### config.mk
export PLATFORM = sky130hd
export DESIGN_NAME = character_counter
export DESIGN_NICKNAME = d
export VERILOG_FILES = /design/src/rtl/character_counter.sv
export SDC_FILE = /design/constraint.sdc
export NUM_CORES = 2
export LEC_CHECK = 0
export BUFFER_PORTS_ARGS = -buffer_cell sky130_fd_sc_hd__buf_2
export CORE_AREA = 8 8 393 395
export CTS_BUF_LIST = sky130_fd_sc_hd__clkbuf_8
export DETAILED_ROUTE_END_ITERATION = 6
export DIE_AREA = 0 0 401 403
export PLACE_DENSITY = 0.49
export SKIP_CTS_REPAIR_TIMING = 1
export SLEW_MARGIN = 20
export SYNTH_ARGS = -nofsm -noshare
export SYNTH_HDL_FRONTEND = slang
export SYNTH_SLANG_ARGS = --single-unit
### constraint.sdc
create_clock -name i_count -period 6.5 [get_ports i_count]
set_clock_uncertainty 0.1 [all_clocks]
set_input_delay 0.65 -clock i_count [delete_from_list [all_inputs] [get_ports i_count]]
set_output_delay 0.65 -clock i_count [all_outputs]
set_load 0.05 [all_outputs]
### src/rtl/character_counter.sv
// One digit of a charset odometer: steps through a programmable character
// list on carry_in and requests a carry when it wraps.
module character_counter #(
  parameter int MAX_CHARS = 127,
  parameter int CHAR_W    = 8
) (
  input  logic                      i_count,
  input  logic                      i_rst_n,
  input  logic                      i_program,
  input  logic [7:0]                i_prg_numchars,
  input  logic [CHAR_W*MAX_CHARS-1:0] i_prg_charlist,
  input  logic                      i_enable,
  input  logic                      i_carry_in,
  output logic                      o_carry_out,
  output logic [CHAR_W-1:0]         o_char
);

  localparam logic [7:0] MAXN = 8'(MAX_CHARS);

  logic [CHAR_W*MAX_CHARS-1:0] r_charlist;
  logic [7:0]                  r_numchars;
  logic [6:0]                  r_index;

  logic [7:0] w_len;
  logic [7:0] w_last;
  logic [7:0] w_prg_n;
  logic       w_adv;
  logic       w_at_last;
  logic [6:0] w_index_nxt;

  // An empty charset behaves as a single-entry digit.
  assign w_len  = (r_numchars == 8'd0) ? 8'd1 : r_numchars;
  assign w_last = w_len - 8'd1;

  // >= also recovers an index left beyond the list end.
  assign w_at_last = ({1'b0, r_index} >= w_last);
  assign w_adv     = i_enable & i_carry_in;

  assign w_prg_n = (i_prg_numchars > MAXN) ? MAXN : i_prg_numchars;

  assign w_index_nxt = w_at_last ? 7'd0 : r_index + 7'd1;

  assign o_carry_out = w_adv & w_at_last;

  always_comb begin
    o_char = '0;
    if (i_enable)
      o_char = r_charlist[CHAR_W*r_index +: CHAR_W];
  end

  always_ff @(posedge i_count or negedge i_rst_n) begin
    if (!i_rst_n) begin
      r_charlist <= '0;
      r_numchars <= '0;
      r_index    <= '0;
    end else if (i_program) begin
      r_charlist <= i_prg_charlist;
      r_numchars <= w_prg_n;
      r_index    <= '0;
    end else if (w_adv) begin
      r_index    <= w_index_nxt;
    end
  end

endmodule

### Word level (Yosys, flattened, before mapping)

Cells that the tools add are included.

* $add $sub $neg: 2
* order comparisons: 2
* shifts and indexed selects: 1
* multiplexer cells: 6
* bitwise logic cells: 2
* reductions and logical operators: 2

Operator list (count)
* variable part select 1016 x 11 -> 8 bit: 1
* 2-to-1 mux 8 bit: 3
* 2-to-1 mux 7 bit: 3
* >= comparator 7 x 8 -> 1 bit: 1
* > comparator 8 x 7 -> 1 bit (second input constant): 1
* logical NOT 8 bit: 1
* subtractor 8 x 1 -> 8 bit (second input constant): 1
* adder 7 x 1 -> 7 bit (second input constant): 1
* AND 1 bit: 2
* nonzero test 2 bit: 1

* bits in registers: 1031
* input port bits: 1029

### Longest topological paths before layout

* depth after elaboration: 7
* gate-level depth with buffers: 13
* mapped depth without buffers: 13

### Worst setup path before layout

No wires, ideal clock.

* path kind: flip-flop to output port
* from: register r_numchars[2]
* to: output port o_carry_out
* arrival time: 3.247 ns
* slack: 2.503 ns
* stages on the path, launching flop included: 13
* path buffers: 0
* cells stage by stage: dfrtp_1 -> nor4_1 -> nand2_1 -> o21bai_1 -> inv_1 -> ha_1 -> nand2_1 -> xor2_1 -> ha_1 -> and3_1 -> a221o_1 -> a31oi_1 -> nor3_1

* word-level cells in the longest chain between the ends: 5

Ends and longest elaborated chain
* start, declared: line 21 `logic [7:0] r_numchars;`
* start signal, assigned: line 58 `r_numchars <= w_prg_n;`
* logical NOT 8 bit: line 32 `assign w_len = (r_numchars == 8'd0) ? 8'd1 : r_numchars;`
* 2-to-1 mux 8 bit (*): line 32
* subtractor 8 x 1 -> 8 bit (*): line 33 `assign w_last = w_len - 8'd1;`
* >= comparator 7 x 8 -> 1 bit (*): line 36 `assign w_at_last = ({1'b0, r_index} >= w_last);`
* AND 1 bit (*): line 43 `assign o_carry_out = w_adv & w_at_last;`
* end, declared: line 14 `output logic o_carry_out,`

Every way passes the cells marked *; elsewhere a longest branch is shown, timed or not.

### Final worst setup path

* from: register r_index[0]
* to: output port o_char[4]

* word-level cells in the longest chain between the ends: 2

Ends and longest elaborated chain
* start, declared: line 22 `logic [6:0] r_index;`
* start signal, assigned: line 61 `r_index <= w_index_nxt;`
* variable part select 1016 x 11 -> 8 bit: line 48 `o_char = r_charlist[CHAR_W*r_index +: CHAR_W];`
* 2-to-1 mux 8 bit: line 47 `if (i_enable)`
* end, declared: line 15 `output logic [CHAR_W-1:0] o_char`

No other way between the ends.

==> out/summary.md <==
The sequential fraction of design power is 47.0%. The worst hold path passes through 2 cells. The vertical die dimension is 403 µm. The synthesized netlist occupies a cell area of 46,780 µm². The internal power component was 0.01161 W. The mean instance size in the synthesized netlist is 15.53 µm².

After detailed routing, the total wire length is 194,200 µm. The tools report the nature of the critical path endpoint as a primary output. The register-to-register path setup slack is 2680 ps.

Leaving out fill and tap cells, the most frequent cells in the layout are sky130_fd_sc_hd__buf_2 (1,035), sky130_fd_sc_hd__dfrtp_1 (1,027), sky130_fd_sc_hd__mux2_2 (1,025), sky130_fd_sc_hd__dlygate4sd3_1 (1,024), sky130_fd_sc_hd__clkbuf_8 (212). The worst register-to-register path ends at r_index[0]. After the flow finishes, the layout carries non-filler instances totaling 7,218.

Entering global routing, the biggest net connects 183 pins. The maximum level of the CTS H-tree was 4. The number of detailed-routing iterations run before antenna repair was 5; the overall routing resource usage was 22.02%. For this run, the post-layout net count is 6,143. For the worst setup path, the data required time is 5750 ps. For the final max-slew violation count, the log shows 0. Most frequent standard cell in the layout excluding fill and tap cells: sky130_fd_sc_hd__buf_2. In this run, the combinational gates consume 17.3% of the power. For this design the ratio of total power to cell area is 235.8 nW/µm².

The first global-routing pass estimated 257,000 µm of wire. The starting density of the core came out at 31.50%. The share of total power consumed by net switching was 27.42%. The count of input and output buffers is 1,037, and the global route total overflow is 0. The worst setup path is of the reg -> out kind. The number of different library cells used by synthesis comes to 46. The async set-or-reset flop fraction in the synthesized netlist is 100.0%, and the sum of negative setup slack is 0 ps. The actual slew at the worst max-slew pin came out at 1274 ps.

During I/O placement, the number of pins put on the boundary was 1,038. TritonCTS sink count: 1,031. The worst setup slack after placement came out at 1432 ps.

IR analysis of the VDD net gives a maximum drop of 0.1475 mV. The critical path contains buffers and inverters numbering 2 combined. The Yosys step of the flow raised 0 warnings.

The path class of the tightest hold or removal check is in -> reg. The number of flops mapped to enable cells by yosys is 0. The vias per cell came out at 4.954. The flow ran to the end, and the final reports show no timing, DRC or antenna violations.

The post-layout worst setup margin was 663.5 ps; the share of cells above drive strength 1 was 49.20%. The prevailing post-synth register cell is sky130_fd_sc_hd__dfrtp_1. Critical-path maximum fanout: 37. The die covers 161,600 µm². The largest incremental delay on the critical path is 1050 ps. The total leakage power was 29.08 nW; the reported net switching power was 0.004386 W. Setup repair after global routing left no endpoint under its margin. The final hold slack was 172.3 ps. The worst setup path is launched from a flop. Timing would allow up to 171.3 MHz. Setup violations remaining at the end of the flow were counted as 0.

The run gives 13,406 as the fill cell total of the finished layout. The cell sitting at the root of the clock tree is a sky130_fd_sc_hd__clkbuf_8. Grouping stages by cell kind, the critical path spends the most delay in compound AO/OA/AOI/OAI gates. Compared with the post-synthesis result, the final layout area differs by 44.99%. In the finished design, the share of the clock period the worst path needs comes to 89.79%.

The clock passes through at most 3 buffers. For the number of nets with antenna violations after routing, the log shows 0. In this run, placement finished with an instance count of 5,839. The beginning of the worst hold path is i_prg_charlist[103].

The tools report the overall via count from detail_route as 35,759. At the later pin of the worst-skew pair, clock insertion delay measures 850 ps. The run gives 148,500 µm² as the core outline area. The HPWL after detailed placement is 141,400 µm.

The logs give 142 for the standard-cell row count and 184 for the total clock buffers created by CTS. The clock transition at the register clock pins on the worst setup and hold paths after CTS was 60 ps. The global placement routability congestion is 0.8370, and the remaining routing DRC violations is 0. The final-report hold violation count is 0, and the number of cell instances on the worst register-to-register path is 10. The final period demand of the worst path was 5836 ps.

For the via count of the first global-routing pass, the log shows 34,131. The tools report the reg-to-reg startpoint as r_index[0]. TritonCTS built the clock tree. Once layout is complete, the utilization of the core stands at 45.66%.

The logs give 76 for the initial antenna violation count and 0 for the number of maximum-capacitance violations. Traced cell by cell, the critical path runs through buf_4, mux4_2, a221oi_1, o21ai_0, a22oi_1, o22ai_1, buf_2. The clock network burns 35.8% of the power.

The largest individual stage delay along the critical path comes from the cell sky130_fd_sc_hd__dfrtp_4. The cell count after synthesis came out at 3,012. The worst hold path terminates at r_charlist[103]. The post-detailed-route wirelength per cell came out at 26.90 µm.

For this block, the initial DRC count from the detailed router was 2,445. The critical path data arrival time was 5090 ps; the relative slew slack was 15.08%. For the share of synthesized area occupied by flip-flops and latches, the log shows 55.15%. From left edge to right edge, the die measures 401 µm. The number of nets in the synthesized netlist is 4,050. Flop and latch count out of synthesis: 1,031.
power groups by stage:
stage	sequential, W	combinational, W	clock [W]
floorplan	0.00737	0.00136	0
global route	0.00758	0.00295	0.00618
detailed placement	0.00762	0.00224	0
finish	0.00751	0.00276	0.00572
global placement	0.00762	0.00222	0
CTS	0.00751	0.00225	0.00593
flip-flops by register name (all words and copies together), names as in the netlist:
signal	flops
r_charlist	1016
r_numchars	8
r_index	7
synth_stat cells (6+ instances only):
master                         n  area share (%)
sky130_fd_sc_hd__o22a_1        6            0.11
sky130_fd_sc_hd__nand3_1      17            0.18
sky130_fd_sc_hd__nand4_1      13            0.17
sky130_fd_sc_hd__buf_4        17            0.27
sky130_fd_sc_hd__a221oi_1     16            0.30
sky130_fd_sc_hd__dfrtp_1    1031              55
sky130_fd_sc_hd__mux2_2     1025              25
sky130_fd_sc_hd__mux4_2      184             8.9
sky130_fd_sc_hd__a21oi_1      27            0.29
sky130_fd_sc_hd__o22ai_1       8            0.11
sky130_fd_sc_hd__clkbuf_1    143             1.1
sky130_fd_sc_hd__nand2_1      60            0.48
sky130_fd_sc_hd__buf_2        31            0.33
sky130_fd_sc_hd__o211ai_1     36            0.58
sky130_fd_sc_hd__o221ai_1     13            0.24
sky130_fd_sc_hd__ha_1          9            0.24
sky130_fd_sc_hd__a32oi_1       8            0.15
sky130_fd_sc_hd__a221oi_2      8            0.26
sky130_fd_sc_hd__nor2_1       10           0.080
sky130_fd_sc_hd__o21ai_0      27            0.29
sky130_fd_sc_hd__nor2b_1       9            0.12
sky130_fd_sc_hd__buf_1        14            0.11
sky130_fd_sc_hd__nand3b_1      9            0.14
sky130_fd_sc_hd__buf_6        17            0.41
sky130_fd_sc_hd__a2bb2oi_1     8            0.15
sky130_fd_sc_hd__a22oi_1      32            0.51
sky130_fd_sc_hd__o21ai_1       9           0.096
sky130_fd_sc_hd__mux2i_1     184             3.9
how the worst max path moves through the flow:
| stage | from | to | slack (ps) | cells after the start |
|---|---|---|---|---|
| floorplan | r_numchars[2] | o_carry_out | 2500 | 12 |
| detailed placement | r_index[0] | o_char[3] | 1430 | 7 |
| global placement | r_index[0] | o_char[4] | 1450 | 7 |
| CTS | r_index[0] | o_char[3] | 470 | 7 |
| global route | r_index[0] | o_char[4] | 420 | 7 |
| finish | r_index[0] | o_char[4] | 660 | 7 |
final cells by class:
class	instances	area (µm²)	area share (%)
timing repair buffer	2130	16180	23.85
multi-input combinational	1754	19910	29.36
antenna	57	142.6	0.2103
clock buffer	212	2918	4.302
clock inverter	86	411.6	0.6069
inverter	4	15.01	0.02214
sequential	1031	25810	38.06
tap	1944	2432	3.586
metal layers:
layer | up-vias | GRT usage, % | part of all wire (%)
li1 | 15591 | - | -
met1 | 18406 | 28.88 | 42
met2 | 1351 | 36.12 | 49
met3 | 401 | 5.237 | 5.6
met4 | 10 | 6.944 | 3.4
met5 | - | 0 | 0.034
per-stage QoR:
step	area, µm²	total power (W)
after floorplan	46780	0.008735
after global placement	54100	0.009837
after detailed placement	54100	0.009857
after CTS	57430	0.01568
after global routing	67810	0.01671
final	67830	0.01600
logic make-up after synthesis:
group,share of synthesized area (%)
flip-flops,55.15
adder cells (fa/ha/maj),0.2407
XOR/XNOR,0.09363
AND/OR/NAND/NOR,1.407
AO/OA/AOI/OAI,3.325
multiplexers,37.47
buffers and inverters,2.316
No activity file was read; power rests on OpenSTA's default activity.
